## src/rtl/alu_operand_stage_pkg.sv

```systemverilog
// Shared definitions for the ALU operand stage: widths, ALU op and shift
// encodings, FSM state encoding, the latched command record and the B shifter.
package alu_operand_stage_pkg;

  localparam int DW   = 16;
  localparam int NREG = 8;
  localparam int AW   = 3;

  localparam logic [1:0] OP_ADD = 2'b00;
  localparam logic [1:0] OP_SUB = 2'b01;
  localparam logic [1:0] OP_AND = 2'b10;
  localparam logic [1:0] OP_NOT = 2'b11;

  localparam logic [1:0] SH_NONE = 2'b00;
  localparam logic [1:0] SH_LSL1 = 2'b01;
  localparam logic [1:0] SH_LSR1 = 2'b10;
  localparam logic [1:0] SH_ASR1 = 2'b11;

  typedef enum logic [2:0] {
    S_IDLE = 3'd0,
    S_RD_A = 3'd1,
    S_RD_B = 3'd2,
    S_EXEC = 3'd3,
    S_WB   = 3'd4
  } state_t;

  // Command fields captured at accept and held for the whole command.
  typedef struct packed {
    logic [AW-1:0] rn;
    logic [AW-1:0] rm;
    logic [AW-1:0] rd;
    logic [1:0]    op;
    logic [1:0]    shift;
    logic          asel;
    logic          bsel;
    logic [DW-1:0] imm;
    logic          wb;
    logic          setf;
  } cmd_t;

  // Single-position B-path shift; the bit shifted out is dropped.
  function automatic logic [DW-1:0] shift_b(input logic [DW-1:0] b,
                                            input logic [1:0]    sh);
    logic [DW-1:0] r;
    case (sh)
      SH_LSL1: r = {b[DW-2:0], 1'b0};
      SH_LSR1: r = {1'b0, b[DW-1:1]};
      SH_ASR1: r = {b[DW-1], b[DW-1:1]};
      default: r = b;
    endcase
    return r;
  endfunction

endpackage

```

## src/rtl/regfile_8x16.sv

```systemverilog
// 8 x 16 register file: one synchronous write port, one combinational read
// port, synchronous reset clears every entry.
module regfile_8x16
  import alu_operand_stage_pkg::*;
(
  input  logic          clk,
  input  logic          reset,
  input  logic          we,
  input  logic [AW-1:0] widx,
  input  logic [DW-1:0] wdata,
  input  logic [AW-1:0] ridx,
  output logic [DW-1:0] rdata
);

  logic [DW-1:0] mem [NREG];

  // Storage: clear on reset, otherwise apply the single write port.
  always_ff @(posedge clk) begin
    if (reset) begin
      for (int i = 0; i < NREG; i++) mem[i] <= '0;
    end else if (we) begin
      mem[widx] <= wdata;
    end
  end

  // Read is combinational so the owning state captures it at its own edge.
  always_comb begin
    rdata = mem[ridx];
  end

endmodule

```

## src/rtl/alu_operand_stage.sv

```systemverilog
// Operand fetch / execute capture / writeback stage around an external
// 16-bit ALU. One command in flight: IDLE -> RD_A -> RD_B -> EXEC -> WB.
//
// Handshake: a command transfers on a rising edge where cmd_valid and
// cmd_ready are both high; cmd_ready is high exactly while the FSM is IDLE,
// and the upstream may hold cmd_valid across busy cycles without effect.
module alu_operand_stage
  import alu_operand_stage_pkg::*;
(
  input  logic          clk,
  input  logic          reset,
  input  logic          cmd_valid,
  output logic          cmd_ready,
  input  logic [AW-1:0] cmd_rn,
  input  logic [AW-1:0] cmd_rm,
  input  logic [AW-1:0] cmd_rd,
  input  logic [1:0]    cmd_op,
  input  logic [1:0]    cmd_shift,
  input  logic          cmd_asel,
  input  logic          cmd_bsel,
  input  logic [DW-1:0] cmd_imm,
  input  logic          cmd_wb,
  input  logic          cmd_setf,
  input  logic          ext_we,
  input  logic [AW-1:0] ext_idx,
  input  logic [DW-1:0] ext_data,
  output logic [DW-1:0] alu_a,
  output logic [DW-1:0] alu_b,
  output logic [1:0]    alu_op,
  input  logic [DW-1:0] alu_out,
  input  logic          alu_z,
  output logic [DW-1:0] c_out,
  output logic [2:0]    status,
  output logic          done,
  output state_t        dbg_state
);

  state_t        state, state_nxt;
  cmd_t          cmd_q;
  logic [DW-1:0] a_q, b_q, c_q;
  logic [2:0]    stat_q;
  logic          accept;
  logic          v_flag;

  logic          rf_we;
  logic [AW-1:0] rf_widx, rf_ridx;
  logic [DW-1:0] rf_wdata, rf_rdata;

  assign accept = cmd_valid && (state == S_IDLE);

  // State register.
  always_ff @(posedge clk) begin
    if (reset) state <= S_IDLE;
    else       state <= state_nxt;
  end

  // Next state: fixed sequence, only IDLE waits for an accepted command.
  always_comb begin
    state_nxt = state;
    case (state)
      S_IDLE:  if (accept) state_nxt = S_RD_A;
      S_RD_A:  state_nxt = S_RD_B;
      S_RD_B:  state_nxt = S_EXEC;
      S_EXEC:  state_nxt = S_WB;
      S_WB:    state_nxt = S_IDLE;
      default: state_nxt = S_IDLE;
    endcase
  end

  // FSM outputs.
  always_comb begin
    cmd_ready = (state == S_IDLE);
    done      = (state == S_WB);
    dbg_state = state;
  end

  // Command latch: fields are frozen from accept until the next accept.
  always_ff @(posedge clk) begin
    if (reset) begin
      cmd_q <= '0;
    end else if (accept) begin
      cmd_q <= '{rn: cmd_rn, rm: cmd_rm, rd: cmd_rd, op: cmd_op,
                 shift: cmd_shift, asel: cmd_asel, bsel: cmd_bsel,
                 imm: cmd_imm, wb: cmd_wb, setf: cmd_setf};
    end
  end

  // Register file ports: external writes only in IDLE, writeback only in WB,
  // so the two sources never contend. Read index follows the fetch state.
  always_comb begin
    rf_we    = 1'b0;
    rf_widx  = ext_idx;
    rf_wdata = ext_data;
    if (state == S_IDLE && ext_we) begin
      rf_we = 1'b1;
    end else if (state == S_WB && cmd_q.wb) begin
      rf_we    = 1'b1;
      rf_widx  = cmd_q.rd;
      rf_wdata = c_q;
    end
    rf_ridx = (state == S_RD_B) ? cmd_q.rm : cmd_q.rn;
  end

  regfile_8x16 u_rf (
    .clk   (clk),
    .reset (reset),
    .we    (rf_we),
    .widx  (rf_widx),
    .wdata (rf_wdata),
    .ridx  (rf_ridx),
    .rdata (rf_rdata)
  );

  // ALU drive from latched fields; only meaningful during EXEC.
  always_comb begin
    alu_a  = cmd_q.asel ? '0 : a_q;
    alu_b  = cmd_q.bsel ? cmd_q.imm : shift_b(b_q, cmd_q.shift);
    alu_op = cmd_q.op;
  end

  // Signed overflow from the operands actually presented to the ALU.
  always_comb begin
    v_flag = 1'b0;
    case (cmd_q.op)
      OP_ADD:  v_flag = (alu_a[DW-1] == alu_b[DW-1]) && (alu_out[DW-1] != alu_a[DW-1]);
      OP_SUB:  v_flag = (alu_a[DW-1] != alu_b[DW-1]) && (alu_out[DW-1] != alu_a[DW-1]);
      default: v_flag = 1'b0;
    endcase
  end

  // Operand fetch, result capture and optional {N,V,Z} update.
  always_ff @(posedge clk) begin
    if (reset) begin
      a_q    <= '0;
      b_q    <= '0;
      c_q    <= '0;
      stat_q <= '0;
    end else begin
      case (state)
        S_RD_A: a_q <= rf_rdata;
        S_RD_B: b_q <= rf_rdata;
        S_EXEC: begin
          c_q <= alu_out;
          if (cmd_q.setf) stat_q <= {alu_out[DW-1], v_flag, alu_z};
        end
        default: ;
      endcase
    end
  end

  assign c_out  = c_q;
  assign status = stat_q;

endmodule
```

## config.mk

```make
export PLATFORM = sky130hd
export DESIGN_NAME = alu_operand_stage
export DESIGN_NICKNAME = d
export VERILOG_FILES = /design/src/rtl/alu_operand_stage_pkg.sv /design/src/rtl/regfile_8x16.sv /design/src/rtl/alu_operand_stage.sv
export SDC_FILE = /design/constraint.sdc
export NUM_CORES = 1
export LEC_CHECK = 0
export CAP_MARGIN = 20
export CORE_ASPECT_RATIO = 0.6
export CORE_MARGIN = 2
export CORE_UTILIZATION = 51
export DETAILED_ROUTE_END_ITERATION = 7
export PLACE_DENSITY = 0.77
export SYNTH_ARGS = -nofsm -noshare
export SYNTH_HDL_FRONTEND = slang
export SYNTH_SLANG_ARGS = --single-unit
```

## constraint.sdc

```tcl
create_clock -name clk -period 2.39 [get_ports clk]
set_clock_uncertainty 0.1 [all_clocks]
set_input_delay 0.478 -clock clk [delete_from_list [all_inputs] [get_ports clk]]
set_output_delay 0.478 -clock clk [all_outputs]
set_load 0.005 [all_outputs]
```

# ---- Yosys cells after proc, flatten, opt, wreduce, memory -nomap -nowiden
# Memory sizes are Yosys's and may differ from the RTL's.
# Cells that the tools add are included.
dict set report totals {
  memories 1
  out_inout_bits 58
  ff_bits 87
  input_bits 73
  mem_bits_rw 128
  word_cells 58
}
# name depth width rd rd_clocked_by_memory_dff wr line_no
set mem_list {}
lappend mem_list {u_rf.mem 8 16 1 0 8 regfile_8x16.sv:15} ;# logic [DW-1:0] mem [NREG];
dict set report classes {
  muxes 21
  eq_ne 12
  n_reduce_logical 9
}
# operator count
set ops {}
lappend ops {{$mux 16} 5}
lappend ops {{$pmux 16 s3} 1}
lappend ops {{$reduce_or 16->1} 1}
lappend ops {{$mux 3} 5}
lappend ops {{$pmux 3 s4} 1}
lappend ops {{$mux 1} 8}
lappend ops {{$eq 3x2->1 const B} 2}
lappend ops {{$logic_and 1x1->1} 5}
lappend ops {{$eq 2x1->1 const B} 2}
lappend ops {{$eq 2x2->1 const B} 2}
lappend ops {{$eq 3x1->1 const B} 1}
lappend ops {{$eq 3x3->1 const B} 1}
lappend ops {{$logic_not 3->1} 1}
lappend ops {{$logic_not 2->1} 1}
lappend ops {{$ne 1x1->1} 2}
lappend ops {{$ne 2x1->1 const B} 1}
lappend ops {{$pmux 1 s2} 1}
lappend ops {{$reduce_and 2->1} 1}
lappend ops {{$eq 1x1->1} 1}

# ---- Depth between registers and ports, before layout
# Gate-level depths: netlist (run 1).
dict set report depth {
  word_depth 9
  ltp_mapped 9
  ltp_nobuf 5
}

# ---- Cells and area by module
# From an unflattened synthesis (run 1), not the netlist that was laid out.
dict set report unflattened {
  hier_cells 906
  area_unflattened_um2 9998.3
}
# mod cells_each n_inst seq_area_each_um2 area_each_um2
set by_module_without_submodules {}
lappend by_module_without_submodules {regfile_8x16 373 1 3843.7 5865.6}
lappend by_module_without_submodules {alu_operand_stage 533 1 1741.7 4132.7}

# ---- Worst setup path before layout (run 1)
# Ideal clock, no wire load.
dict set report synth_path {
  kind {register to register}
  startpoint {reg state[1] (netlist: dbg_state[1])}
  endpoint {mem u_rf.mem[6][0] (enable)}
  setup_time_ns 0.375
  arrival_ns 2.146
  stages_incl_launch_ff 8
  n_path_buf 3
  required_ns 1.915
  period_less_slack_ns 2.621
  path_slack_ns -0.231
  path_cell_list {dfxtp_1 > buf_4 > nor4bb_1 > buf_4 > mux2_2 > or3_1 > buf_2 > nand2b_1}
}
# item line_no
set synth_rtl {}
lappend synth_rtl {{from (decl)} alu_operand_stage.sv:38} ;# state_t state, state_nxt;
lappend synth_rtl {{from (signal assigned)} alu_operand_stage.sv:54} ;# else state <= state_nxt;
lappend synth_rtl {{to (decl)} regfile_8x16.sv:15}

# ---- Worst setup path in the final report (run 1)
dict set report layout_path {
  startpoint {reg cmd_q[20] (netlist name)}
  endpoint {out alu_b[15]}
}
dict set report layout_between {
  elab_chain_len 3
  elab_cells_between_ends 5
  cone_classes {eq/ne (3); mux (2)}
}
# item line_no
set layout_rtl {}
lappend layout_rtl {{from (decl)} alu_operand_stage.sv:39} ;# cmd_t cmd_q;
lappend layout_rtl {{from (signal assigned)} alu_operand_stage.sv:82} ;# cmd_q <= '{rn: cmd_rn, rm: cmd_rm, rd: cmd_rd, op: cmd_op,
lappend layout_rtl {{$eq 2x2->1 / $eq 2x1->1 (equally long branches)} alu_operand_stage_pkg.sv:45} ;# case (sh)
lappend layout_rtl {{$pmux 16 s3 *} alu_operand_stage_pkg.sv:45}
lappend layout_rtl {{$mux 16 *} alu_operand_stage.sv:117} ;# alu_b = cmd_q.bsel ? cmd_q.imm : shift_b(b_q, cmd_q.shift);
lappend layout_rtl {{to (decl)} alu_operand_stage.sv:28} ;# output logic [DW-1:0] alu_b,
# Every way passes the cells marked *; elsewhere a longest branch is shown, timed or not.

==> run_results.csv, run 1 <==
group,metric,value,unit
detailed_routing,via_per_inst,5.96,
clock_tree,path_clk_slew,0.06,ns
placement,place_congestion,0.948,
placement,portBuffers,130,
clock_tree,insertion_delay,0.51,ns
min_path,hp-class,"flop to flop",
min_path,hold_start,"cmd_q[12]$_SDFFE_PP0P_",
yosys,async_reset_ff_frac,0,
yosys,yosys_warnings,0,
sta,rsz0062_at_grt,"yes",
worst_setup_path,cp_slowest_cell,"dfxtp_4",
worst_setup_path,worstSetupStartpointType,"flop",
detailed_routing,drcViolationCount,0,
grt,grt_pass1_wl,48.3,mm
grt,grt_pass1_vias,8356,
clock_tree,clock_path_buffers,3,
die,die_w,193,um
die,rows,41,
sta,fin_crit_sh,0.998,
detailed_routing,drtIter0Drc,1001,
yosys,synth_flop_cell,"edfxtp_1",
yosys,synth_fa_ha_area_frac,0,
sta,tns,0,ns
cells_and_area,multi_input_area,0.00503,mm^2
yosys,synth_top_family_by_area,"multiplexers",
placement,dp_hpwl,22.0,mm
sta,finalCriticalPeriod,2.39,ns
clock_tree,cts.sinks,215,
power_and_ir_drop,ir_drop,0.459,mV
grt,grt_antenna_before_repair,0,
power_and_ir_drop,p_leak,4.86,nW
worst_setup_path,path_max_fanout,8,
yosys,yosys.area_share.xor_xnor,0.00240,
clock_tree,root_buffer,"clkbuf_16",
detailed_routing,wire_per_inst,21.2,um
grt,grt_max_degree,86,
sta,finalMaxSlewViolations,0,
worst_setup_path,path_cells,"clkbuf_16, buf_4, xor2_1, o211ai_1, dlygate4sd2_1",
yosys,netlist_instances,1039,
sta,hold_viol,0,
detailed_routing,vias,8820,
clock_tree,numCtsBuffers,20,
yosys,ys_seq_area_frac,0.510,
worst_setup_path,r2r_cells,4,
min_path,hold-path-cell-count,2,
cells_and_area,mostFrequentLayoutCells,"nand2_1, nor2_1, edfxtp_1",
min_path,whs_endpoint,"cmd_q[12]$_SDFFE_PP0P_",
yosys,synth_cell_type_count,40,
yosys,synth_nets,1112,
cells_and_area,drive_above_1_share,0.168,
die,dieArea,0.0227,mm^2
run_status,status,"finished clean",
die,initial_core_util,0.521,
die,ios,131,
yosys,syn_avg_cell_area,10.5,um^2
cells_and_area,fill_cells,1611,
grt,grt-ovfl-total,0,
yosys,synth.cell_area,0.0110,mm^2
worst_setup_path,r2r-start,"cmd_q[1]$_SDFFE_PP0P_",
sta,holdWs,0.355,ns
worst_setup_path,slowest_delay,0.37,ns
sta,worst-slew-pin-transition,0.833,ns
detailed_routing,routed_wl,31.3,mm
power_and_ir_drop,cellPowerDensity,659,mW/mm^2
detailed_routing,ant_nets,0,
sta,max_slew_margin,0.443,
grt,track_usage,0.274,
clock_tree,cts_tree,"yes",
cells_and_area,antenna_cells,0,
yosys,synth.area.mux_share,0.187,
clock_tree,cts_hold_buf,0,
die,die_h,118,um
yosys,synth_edf_count,128,
worst_setup_path,crit_type,"flop to primary output",
yosys,synth-simple-area-share,0.166,
sta,fmaxAchievable,419,MHz
worst_setup_path,cp_data_arrival_time,1.81,ns
sta,finalSetupViolCount,0,
die,core,0.0210,mm^2
cells_and_area,syn2layout_area_growth,25.5,%
cells_and_area,seq_area,0.00560,mm^2
yosys,synth_compound_area_frac,0.0976,
cells_and_area,nets,1259,
worst_setup_path,rrSetupSlack,0.10,ns
yosys,ys_ff_latch,215,
detailed_routing,drtPass1Iterations,5,
clock_tree,cts_max_level,1,
worst_setup_path,crit_required,1.81,ns
worst_setup_path,setup.worst_path.end_class,"primary output",
worst_setup_path,timing.rr.end,"u_rf.mem[6][14]$_SDFFCE_PN0P_",
job,cap_violations,0,
==> worst max-delay path by stage <==
stage | start | end | cells past startpoint
6_report | cmd_q[20]$_SDFFE_PP0P_ | alu_b[15] | 5
5_1_grt | cmd_q[20]$_SDFFE_PP0P_ | alu_b[6] | 6
4_1_cts | dbg_state[2]$_SDFFE_PP0P_ | done | 3
3_5_place_dp | ext_we | u_rf.mem[5][1]$_SDFFCE_PN0P_ | 7
3_3_place_gp | ext_we | u_rf.mem[7][10]$_SDFFCE_PN0P_ | 6
2_1_floorplan | dbg_state[1]$_SDFFE_PP0P_ | u_rf.mem[7][0]$_SDFFCE_PN0P_ | 7
==> registers in the layout, summed over array words and instances (netlist names) <==
name,cells
u_rf.mem,128
cmd_q,31
a_q,16
b_q,16
c_out,16
dbg_state,3
status,3
alu_op,2
==> synthesized netlist by cell type (2+ instances only) <==
| cell | number | share of area |
|---|---|---|
| nor2_1 | 164 | 0.056 |
| nand2_1 | 164 | 0.056 |
| edfxtp_1 | 128 | 0.35 |
| a21oi_1 | 102 | 0.047 |
| nand4b_1 | 2 | 0.0016 |
| o21ai_0 | 27 | 0.012 |
| a211o_1 | 3 | 0.0024 |
| nand4_1 | 2 | 0.0011 |
| buf_4 | 5 | 0.0034 |
| a211oi_1 | 42 | 0.029 |
| a31oi_1 | 5 | 0.0029 |
| nand2b_1 | 9 | 0.0051 |
| nand3b_1 | 5 | 0.0034 |
| clkbuf_1 | 47 | 0.016 |
| nand3_1 | 4 | 0.0018 |
| mux2i_1 | 67 | 0.061 |
| nor3_1 | 14 | 0.0064 |
| nor3b_1 | 3 | 0.0021 |
| dfxtp_1 | 87 | 0.16 |
| or3_1 | 4 | 0.0023 |
| a2111oi_0 | 4 | 0.0032 |
| nor2b_1 | 38 | 0.022 |
| mux4_2 | 60 | 0.12 |
| buf_6 | 4 | 0.0041 |
| or3b_2 | 3 | 0.0024 |
| xor2_1 | 2 | 0.0016 |
| buf_2 | 23 | 0.011 |
| buf_1 | 9 | 0.0031 |
==> routing by layer <==
metal	vias to the layer above	global-route usage	part of all wire	wire length [um]
met3	32	0.0963	0.15	4550
met5	-	0	0	0
met4	0	0.0425	0.013	396
met2	522	0.368	0.40	12400
li1	4035	-	-	-
met1	4231	0.430	0.45	13900
==> report_power, final <==
| part | internal (mW) | total [mW] | switching (mW) |
|---|---|---|---|
| clock network | 1.70 | 3.11 | 1.42 |
| logic | 0.809 | 1.63 | 0.817 |
| registers | 4.13 | 4.33 | 0.198 |
| total | 6.63 | 9.07 | 2.43 |
==> worst max-delay path, delay by kind of cell, from the launching register on <==
family	cells	cell delay, ns
AO/OA/AOI/OAI	1	0.23
XOR/XNOR	1	0.13
buffers and inverters	3	0.58
flip-flops	1	0.37
==> metrics by stage <==
stage | setup slack, ns | util | std cells | total power, mW | instance area, um^2
finish | 0.00387 | 0.654 | 1479 | 9.07 | 13700
global route | -0.0528 | 0.654 | 1479 | 9.39 | 13700
CTS | 0.0108 | 0.649 | 1477 | 9.04 | 13600
detailed placement | -0.218 | 0.618 | 1439 | 5.98 | 13000
global placement | -0.202 | 0.618 | 1439 | 5.95 | 13000
floorplan | 0.00127 | - | 1039 | 5.25 | 11000
==> kinds of logic (layout without fill, tap and decap cells) <==
family / after synthesis / in the layout
AO/OA/AOI/OAI: 185 / 185
XOR/XNOR: 3 / 3
buffers and inverters: 88 / 249
flip-flops: 215 / 215
multiplexers: 129 / 129
AND/OR/NAND/NOR: 419 / 419
==> repair_timing <==
action | CTS | global route
pin swaps | 1 | 0
cloned | 0 | 2
buffers inserted | 2 | 0
gates resized for setup | 27 | 33
endpoints found under the setup margin | 28 | 72
==> cell type report <==
cell class	count	area share
clock buffer	26	0.0388
clock inverter	10	0.00637
multi-input combinational	736	0.366
sequential	215	0.407
tap	279	0.0254
timing repair buffer	213	0.156
No activity file was read; power rests on OpenSTA's default activity.
==> inputs of run 2 (changes only) <==
SLEW_MARGIN = 20   (was not set)
==> results of run 2 <==
Same layout as run 1: the final DEF is identical, and so are final timing and power.
